$ cat src/rtl/fusion_seq_ctrl_if.sv
// rtl/fusion_seq_ctrl_if.sv - operand/result handshake and bitbrick bus of the fusion sequencer
interface fusion_seq_ctrl_if #(
    parameter int ACC_W = 16
);
    logic             in_valid;
    logic             in_ready;
    logic [7:0]       in_a;
    logic [7:0]       in_w;
    logic [1:0]       prec_a;
    logic [1:0]       prec_w;
    logic             sign_a;
    logic             sign_w;
    logic [2:0]       brick_a;
    logic [2:0]       brick_w;
    logic [5:0]       brick_p;
    logic [2:0]       brick_shift;
    logic             out_valid;
    logic             out_ready;
    logic [ACC_W-1:0] out_result;

    modport slave (
        input  in_valid, in_a, in_w, prec_a, prec_w, sign_a, sign_w, brick_p, out_ready,
        output in_ready, brick_a, brick_w, brick_shift, out_valid, out_result
    );

    modport master (
        output in_valid, in_a, in_w, prec_a, prec_w, sign_a, sign_w, brick_p, out_ready,
        input  in_ready, brick_a, brick_w, brick_shift, out_valid, out_result
    );
endinterface

$ cat src/rtl/fusion_seq_ctrl.sv
// rtl/fusion_seq_ctrl.sv - bit-fusion multiply sequencer driving an external 2b x 2b bitbrick
module fusion_seq_ctrl #(
    parameter int ACC_W = 16
) (
    input  logic           clk,
    input  logic           rst_n,
    fusion_seq_ctrl_if.slave io
);
    typedef enum logic [1:0] {IDLE = 2'd0, RUN = 2'd1, DONE = 2'd2} state_t;

    state_t           state_q, state_d;
    logic [ACC_W-1:0] acc_q, acc_d;
    logic [1:0]       i_q, i_d, j_q, j_d;
    logic [1:0]       last_i_q, last_i_d, last_j_q, last_j_d;
    logic [7:0]       a_q, a_d, w_q, w_d;
    logic             sa_q, sa_d, sw_q, sw_d;
    logic [ACC_W-1:0] prod_ext;

    // Index of the most significant 2-bit chunk; 2'b11 and 2'b10 both mean 8 bits.
    function automatic logic [1:0] last_idx(input logic [1:0] prec);
        case (prec)
            2'b00:   last_idx = 2'd0;
            2'b01:   last_idx = 2'd1;
            default: last_idx = 2'd3;
        endcase
    endfunction

    function automatic logic [2:0] chunk(input logic [7:0] v, input logic [1:0] idx, input logic ext);
        logic [1:0] c;
        c     = v[{idx, 1'b0} +: 2];
        chunk = {ext & c[1], c};
    endfunction

    assign prod_ext = {{(ACC_W-6){io.brick_p[5]}}, io.brick_p};

    always_ff @(posedge clk or negedge rst_n) begin
        if (!rst_n) begin
            state_q  <= IDLE;
            acc_q    <= '0;
            i_q      <= 2'd0;
            j_q      <= 2'd0;
            last_i_q <= 2'd0;
            last_j_q <= 2'd0;
            a_q      <= 8'd0;
            w_q      <= 8'd0;
            sa_q     <= 1'b0;
            sw_q     <= 1'b0;
        end else begin
            state_q  <= state_d;
            acc_q    <= acc_d;
            i_q      <= i_d;
            j_q      <= j_d;
            last_i_q <= last_i_d;
            last_j_q <= last_j_d;
            a_q      <= a_d;
            w_q      <= w_d;
            sa_q     <= sa_d;
            sw_q     <= sw_d;
        end
    end

    always_comb begin
        state_d        = state_q;
        acc_d          = acc_q;
        i_d            = i_q;
        j_d            = j_q;
        last_i_d       = last_i_q;
        last_j_d       = last_j_q;
        a_d            = a_q;
        w_d            = w_q;
        sa_d           = sa_q;
        sw_d           = sw_q;
        io.in_ready    = 1'b0;
        io.out_valid   = 1'b0;
        io.out_result  = '0;
        io.brick_a     = 3'd0;
        io.brick_w     = 3'd0;
        io.brick_shift = 3'd0;

        case (state_q)
            IDLE: begin
                io.in_ready = 1'b1;
                if (io.in_valid) begin
                    a_d      = io.in_a;
                    w_d      = io.in_w;
                    last_i_d = last_idx(io.prec_a);
                    last_j_d = last_idx(io.prec_w);
                    sa_d     = io.sign_a;
                    sw_d     = io.sign_w;
                    acc_d    = '0;
                    i_d      = 2'd0;
                    j_d      = 2'd0;
                    state_d  = RUN;
                end
            end
            RUN: begin
                // Only the top chunk of a signed operand carries the sign.
                io.brick_a     = chunk(a_q, i_q, sa_q && (i_q == last_i_q));
                io.brick_w     = chunk(w_q, j_q, sw_q && (j_q == last_j_q));
                io.brick_shift = {1'b0, i_q} + {1'b0, j_q};
                acc_d          = acc_q + (prod_ext << {io.brick_shift, 1'b0});
                if (j_q == last_j_q) begin
                    j_d = 2'd0;
                    if (i_q == last_i_q) begin
                        state_d = DONE;
                    end else begin
                        i_d = i_q + 2'd1;
                    end
                end else begin
                    j_d = j_q + 2'd1;
                end
            end
            DONE: begin
                io.out_valid  = 1'b1;
                io.out_result = acc_q;
                if (io.out_ready) begin
                    state_d = IDLE;
                end
            end
            default: state_d = IDLE;
        endcase
    end
endmodule

$ cat src/flat_wrapper.sv
// flat-port wrapper written by rule: the top's interface ports become plain ports
module fusion_seq_ctrl_flat 
#(
    parameter int ACC_W = 16
)
  (clk, rst_n, io_in_valid, io_in_a, io_in_w, io_prec_a, io_prec_w, io_sign_a, io_sign_w, io_brick_p, io_out_ready, io_in_ready, io_brick_a, io_brick_w, io_brick_shift, io_out_valid, io_out_result);
  fusion_seq_ctrl_if #(.ACC_W(ACC_W)) io_i ();
  input  logic clk;
  input  logic rst_n;
  input wire logic [$bits(io_i.in_valid)-1:0] io_in_valid;
  input wire logic [$bits(io_i.in_a)-1:0] io_in_a;
  input wire logic [$bits(io_i.in_w)-1:0] io_in_w;
  input wire logic [$bits(io_i.prec_a)-1:0] io_prec_a;
  input wire logic [$bits(io_i.prec_w)-1:0] io_prec_w;
  input wire logic [$bits(io_i.sign_a)-1:0] io_sign_a;
  input wire logic [$bits(io_i.sign_w)-1:0] io_sign_w;
  input wire logic [$bits(io_i.brick_p)-1:0] io_brick_p;
  input wire logic [$bits(io_i.out_ready)-1:0] io_out_ready;
  output wire logic [$bits(io_i.in_ready)-1:0] io_in_ready;
  output wire logic [$bits(io_i.brick_a)-1:0] io_brick_a;
  output wire logic [$bits(io_i.brick_w)-1:0] io_brick_w;
  output wire logic [$bits(io_i.brick_shift)-1:0] io_brick_shift;
  output wire logic [$bits(io_i.out_valid)-1:0] io_out_valid;
  output wire logic [$bits(io_i.out_result)-1:0] io_out_result;
  assign io_i.in_valid = io_in_valid;
  assign io_i.in_a = io_in_a;
  assign io_i.in_w = io_in_w;
  assign io_i.prec_a = io_prec_a;
  assign io_i.prec_w = io_prec_w;
  assign io_i.sign_a = io_sign_a;
  assign io_i.sign_w = io_sign_w;
  assign io_i.brick_p = io_brick_p;
  assign io_i.out_ready = io_out_ready;
  assign io_in_ready = io_i.in_ready;
  assign io_brick_a = io_i.brick_a;
  assign io_brick_w = io_i.brick_w;
  assign io_brick_shift = io_i.brick_shift;
  assign io_out_valid = io_i.out_valid;
  assign io_out_result = io_i.out_result;
  fusion_seq_ctrl #(.ACC_W(ACC_W)) u_core (.clk(clk), .rst_n(rst_n), .io(io_i));
endmodule
$ cat config.mk
export PLATFORM = sky130hd
export DESIGN_NAME = fusion_seq_ctrl_flat
export DESIGN_NICKNAME = d
export VERILOG_FILES = /design/src/rtl/fusion_seq_ctrl_if.sv /design/src/rtl/fusion_seq_ctrl.sv /design/src/flat_wrapper.sv
export SDC_FILE = /design/constraint.sdc
export NUM_CORES = 1
export LEC_CHECK = 0
export BUFFER_PORTS_ARGS = -buffer_cell sky130_fd_sc_hd__buf_2
export CAP_MARGIN = 15
export CORE_MARGIN = 2
export CORE_UTILIZATION = 45
export DETAILED_ROUTE_END_ITERATION = 10
export PLACE_DENSITY = 0.69
export SLEW_MARGIN = 15
export SYNTH_ARGS = -nofsm -noshare
export SYNTH_HDL_FRONTEND = slang
export SYNTH_SLANG_ARGS = --single-unit
$ cat constraint.sdc
create_clock -name clk -period 5.8 [get_ports clk]
set_input_delay 0.58 -clock clk [delete_from_list [all_inputs] [get_ports clk]]
set_output_delay 0.58 -clock clk [all_outputs]
set_load 0.03 [all_outputs]
# After elaboration in Yosys (flattened, before gate mapping)
# Index checks and enable logic that the tools add are counted.
classes:
  n_bitwise: 2
  n_reduce_logical: 10
  div_mod_pow: 0
  multipliers: 0
  eq_ne: 11
  n_mux: 21
  add_sub_neg: 4
  order_cmp: 0
  n_shift: 3
op_table:
  columns: ["cell", "count"]
  rows:
  - ["$mux W16", 2]
  - ["$pmux W16 S2", 1]
  - ["$add A16 B16 Y16", 1]
  - ["$mux W2", 8]
  - ["$pmux W2 S2", 4]
  - ["$shiftx A8 B4 Y2", 2]
  - ["$shl A16 B4 Y16", 1]
  - ["$mux W3", 3]
  - ["$reduce_and A4 Y1", 2]
  - ["$eq A2 B1 Y1 const B", 3]
  - ["$logic_not A2 Y1", 3]
  - ["$ne A2 B2 Y1 const B", 3]
  - ["$pmux W2 S3", 1]
  - ["$add A2 B1 Y2 const B", 2]
  - ["$eq A2 B2 Y1", 2]
  - ["$ne A2 B1 Y1 const B", 2]
  - ["$reduce_and A2 Y1", 2]
  - ["$add A2 B2 Y3", 1]
  - ["$and A1 B1 Y1", 2]
  - ["$eq A2 B2 Y1 const B", 1]
  - ["$logic_and A1 B1 Y1", 2]
  - ["$mux W1", 2]
  - ["$reduce_bool A2 Y1", 1]
totals:
  elab_cells: 61
  mem_bits_ro: 0
  latchBits: 0
  mem_count: 0
  ram_bits: 0
  register_bits: 44
  inputBits: 32

# Logic depth before layout (Yosys ltp)
depth:
  ltp_word: 4
  depth_mapped: 15
  ltp_nobuf: 13

# Worst setup path before layout
# OpenSTA, ideal clock, no wires.
synth_path:
  kind: "register -> register"
  startpoint: "register u_core.i_q[1]"
  endpoint: "register u_core.acc_q[8]"
  n_path_buf: 3
  required_ns: 5.674
  synth_period_minus_slack_ns: 3.471
  arrival_time_ns: 3.345
  setup_slack_ns: 2.329
  path_stages_with_launch: 16
  cell_sequence: "dfrtp_1 > buf_2 > inv_1 > fa_1 > clkbuf_1 > clkbuf_1 > nand2_1 > nor2_1 > ha_1 > inv_1 > fa_1 > nor2b_1 > o31a_1 > nor3_1 > o2111a_1 > a221o_1"
synth_between:
  elab_chain_len: 4
synth_lines:
  columns: ["item", "line", "source"]
  rows:
  - ["start, declared", "fusion_seq_ctrl.sv:13", "logic [1:0] i_q, i_d, j_q, j_d;"]
  - ["start signal, assigned", "fusion_seq_ctrl.sv:51", "i_q <= i_d;"]
  - ["$add A2 B2 Y3", "fusion_seq_ctrl.sv:100", "io.brick_shift = {1'b0, i_q} + {1'b0, j_q};"]
  - ["$shl A16 B4 Y16", "fusion_seq_ctrl.sv:101", "acc_d = acc_q + (prod_ext << {io.brick_shift, 1'b0});"]
  - ["$add A16 B16 Y16", "fusion_seq_ctrl.sv:101", null]
  - ["$pmux W16 S2", "fusion_seq_ctrl.sv:80", "case (state_q)"]
  - ["end signal, assigned", "fusion_seq_ctrl.sv:39", "acc_q <= '0;"]
  - ["end signal, assigned", "fusion_seq_ctrl.sv:50", "acc_q <= acc_d;"]
  - ["end, declared", "fusion_seq_ctrl.sv:12", "logic [ACC_W-1:0] acc_q, acc_d;"]
# No other way between the ends.
# A chain may end at the register's enable or synchronous reset.

# Final worst setup path
layout_path:
  startpoint: "register u_core.i_q[0]"
  endpoint: "register u_core.acc_q[12]"
# Same word-level chain as after synthesis.

==> load_flow_metrics.sql <==
INSERT INTO impl_metrics (metric_group, metric, value, unit) VALUES
('detailed_routing', 'detail_route.iter0.violations', '184', ''),
('timing', 'report.final.hold_viol_count', '0', ''),
('detailed_routing', 'wl_per_cell', '15.39', 'um'),
('synthesis', 'total_nets_after_synthesis', '385', ''),
('synthesis', 'synth_seq_cells', '44', ''),
('cells_and_area', 'layout-area-overhead-vs-synth', '14.17', '%'),
('timing', 'whs', '431.0', 'ps'),
('clock_network', 'cts_buffers', '5', ''),
('floorplan', 'dieWidth', '87.82', 'um'),
('job', 'max-cap-violations', '0', ''),
('cells_and_area', 'antenna-diode-count', '0', ''),
('detailed_routing', 'met2_length', '3.361', 'mm'),
('cells_and_area', 'multiInputGateArea', '1938', 'um2'),
('detailed_routing', 'wl_met1', '3.453', 'mm'),
('synthesis', 'synth.top_cells.by_area', 'dfrtp_1, mux2_2, ha_1, and2_1, o21ai_0', ''),
('synthesis', 'avgSynthCellArea', '9.438', 'um2'),
('floorplan', 'placement_rows', '30', ''),
('timing', 'fmax', '257.3', 'MHz'),
('floorplan', 'design.core.area', '6794', 'um2'),
('timing', 'clock-skew-final', '12.38', 'ps'),
('timing', 'report.final.setup_viol', '0', ''),
('synthesis', 'synth_enable_flop_cells', '0', ''),
('synthesis', 'post_synth_num_cell_types', '58', ''),
('clock_network', 'tritoncts', 'done', ''),
('timing', 'final_min_period_over_clock_period', '67.02', '%'),
('timing', 'period_minus_slack', '3887', 'ps'),
('cells_and_area', 'n_fill_cell', '642', ''),
('worst_setup_path', 'crit_path_max_fanout', '22', ''),
('detailed_routing', 'drcViolationCount', '0', ''),
('worst_setup_path', 'worstSetupEndpointType', 'register', ''),
('detailed_routing', 'dr_total_vias', '2684', ''),
('worst_setup_path', 'cp.required', '6040', 'ps'),
('synthesis', 'syn-instance-count', '335', ''),
('synthesis', 'postSynth.asyncResetShare', '100.0', '%'),
('timing', 'maxSlewHeadroom', '30.01', '%'),
('outcome', 'run_status', 'completed', ''),
('cells_and_area', 'register_area', '1101', 'um2'),
('clock_network', 'clk_pin_slew', '100', 'ps'),
('synthesis', 'synth_area_leader_cell', 'dfrtp_1', ''),
('clock_network', 'clock_tree.root_cell', 'clkbuf_8', ''),
('synthesis', 'post-synth-top-area-fraction', '34.82', '%'),
('global_routing', 'grt_max_degree', '45', ''),
('place', 'io_buffer_count', '58', ''),
('timing', 'finalMaxSlewViolations', '0', ''),
('floorplan', 'die_height', '87.82', 'um'),
('floorplan', 'initial_core_util', '46.54', '%'),
('global_routing', 'grtUsageTotal', '20.40', '%'),
('synthesis', 'most_used_standard_cell_by_instance_count_after_synthesis', 'dfrtp_1', ''),
('floorplan', 'ioPinCount', '59', ''),
('place', 'placed_cells', '470', ''),
('clock_network', 'clock_sinks', '44', ''),
('clock_network', 'hold_buffers', '0', ''),
('detailed_routing', 'post_detailed_route_via_to_cell_ratio', '5.615', ''),
('cells_and_area', 'num-nets-final', '431', ''),
('synthesis', 'post_synth_most_frequent_cells', 'dfrtp_1, and2_1, nand2_1, o21ai_0, mux2_2', ''),
('timing', 'grt_setup_unrepaired', 'no', ''),
('worst_setup_path', 'worst_ep_arrival', '4120', 'ps'),
('detailed_routing', 'drt_first_pass_iters', '4', ''),
('synthesis', 'synth.cell_area', '3162', 'um2'),
('global_routing', 'grt_pass1_vias', '2687', ''),
('worst_setup_path', 'timing.reg2reg.worst_path_depth', '13', ''),
('min_path', 'class_of_the_worst_hold_path', 'input pin to asynchronous set/reset pin', ''),
('cells_and_area', 'post_layout_nonfiller_instances', '478', ''),
('global_routing', 'grt_remaining_overflow', '0', ''),
('floorplan', 'dieArea', '7712', 'um2'),
('worst_setup_path', 'criticalPathCategory', 'register to register', ''),
('detailed_routing', 'postRouteWirelength', '7.356', 'mm'),
('clock_network', 'clkLatencyLatePin', '300', 'ps'),
('detailed_routing', 'dr_wl_met3', '343', 'um'),
('place', 'place_hpwl', '5.452', 'mm'),
('clock_network', 'h-tree-depth', '2', '');
==> flip-flops by register name, indices dropped and copies added, names as in the netlist <==
name	cells
u_core.sw_q	1
u_core.acc_q	16
u_core.j_q	2
u_core.a_q	8
u_core.state_q	2
u_core.last_j_q	2
u_core.last_i_q	2
u_core.i_q	2
u_core.sa_q	1
u_core.w_q	8
==> cell families after synthesis <==
kind of cell	count (synthesis)	share of synthesized area, %
fa+ha+maj	18	7.598
buf+inv	30	3.997
xor+xnor	8	2.216
simple gates	109	17.81
flops	44	34.82
compound gates	94	20.78
mux	32	12.78
==> stage by stage <==
step	util, %	area (um2)	setup slack, ps
3_5_place_dp	51.44	3495	1979
6_report	53.13	3610	1913
5_1_grt	53.13	3610	1505
4_1_cts	53.13	3610	1924
3_3_place_gp	51.44	3495	2114
2_1_floorplan	-	3162	2329
==> placed cells by master, fill, tap and decap left out, types with 4 or more instances in the layout <==
cell type / n
o21a_1: 5
nor3_1: 5
inv_1: 10
nor2b_1: 5
a22o_1: 6
a211oi_1: 4
a31oi_1: 4
a21oi_1: 11
buf_2: 58
nand2b_1: 6
nand3_1: 7
dfrtp_1: 44
mux4_2: 4
and2_1: 25
xor2_1: 7
mux2_2: 24
nor2_1: 20
a21o_1: 8
clkbuf_8: 5
o21ai_0: 25
nand2_1: 25
ha_1: 16
==> final timing paths <==
kind	from	end	slack, ps
setup reg to reg	u_core.i_q[0]$_DFFE_PN0P_	u_core.acc_q[12]$_DFFE_PN0P_	1910
hold reg to reg	u_core.sa_q$_DFFE_PN0P_	u_core.sa_q$_DFFE_PN0P_	510
hold / removal	rst_n	u_core.acc_q[1]$_DFFE_PN0P_	430
max in group asynchronous	rst_n	u_core.acc_q[6]$_DFFE_PN0P_	4740
setup / recovery	u_core.i_q[0]$_DFFE_PN0P_	u_core.acc_q[12]$_DFFE_PN0P_	1910
min in group clk	io_out_ready	u_core.state_q[1]$_DFFE_PN0P_	460
==> worst max-delay path, cell delays in order (launching register included) <==
cell       delay (ps)
dfrtp_1           540
ha_1              210
inv_1              50
fa_1              900
nand2_1           190
nor2_1            150
ha_1              200
inv_1              70
fa_1              390
nor2b_1           200
o31a_1            250
o21ai_0           150
a2111oi_0         360
nand3b_1          160
==> routing by layer <==
layer  track usage [%]  vias up
li1                  -     1319
met5                 0        -
met3             2.828       17
met4             9.790        0
met2             31.61       90
met1             28.16     1258
==> cell type report <==
class / count / area share, %
inverter: 10 / 1.040
sequential: 44 / 30.50
tap: 96 / 3.328
clock buffer: 5 / 1.906
timing repair buffer: 59 / 8.250
clock inverter: 3 / 1.282
multi-input combinational: 261 / 53.69
Power is not shown: default switching activity piles up to over one toggle a cycle in this logic, so the estimate is an artifact.
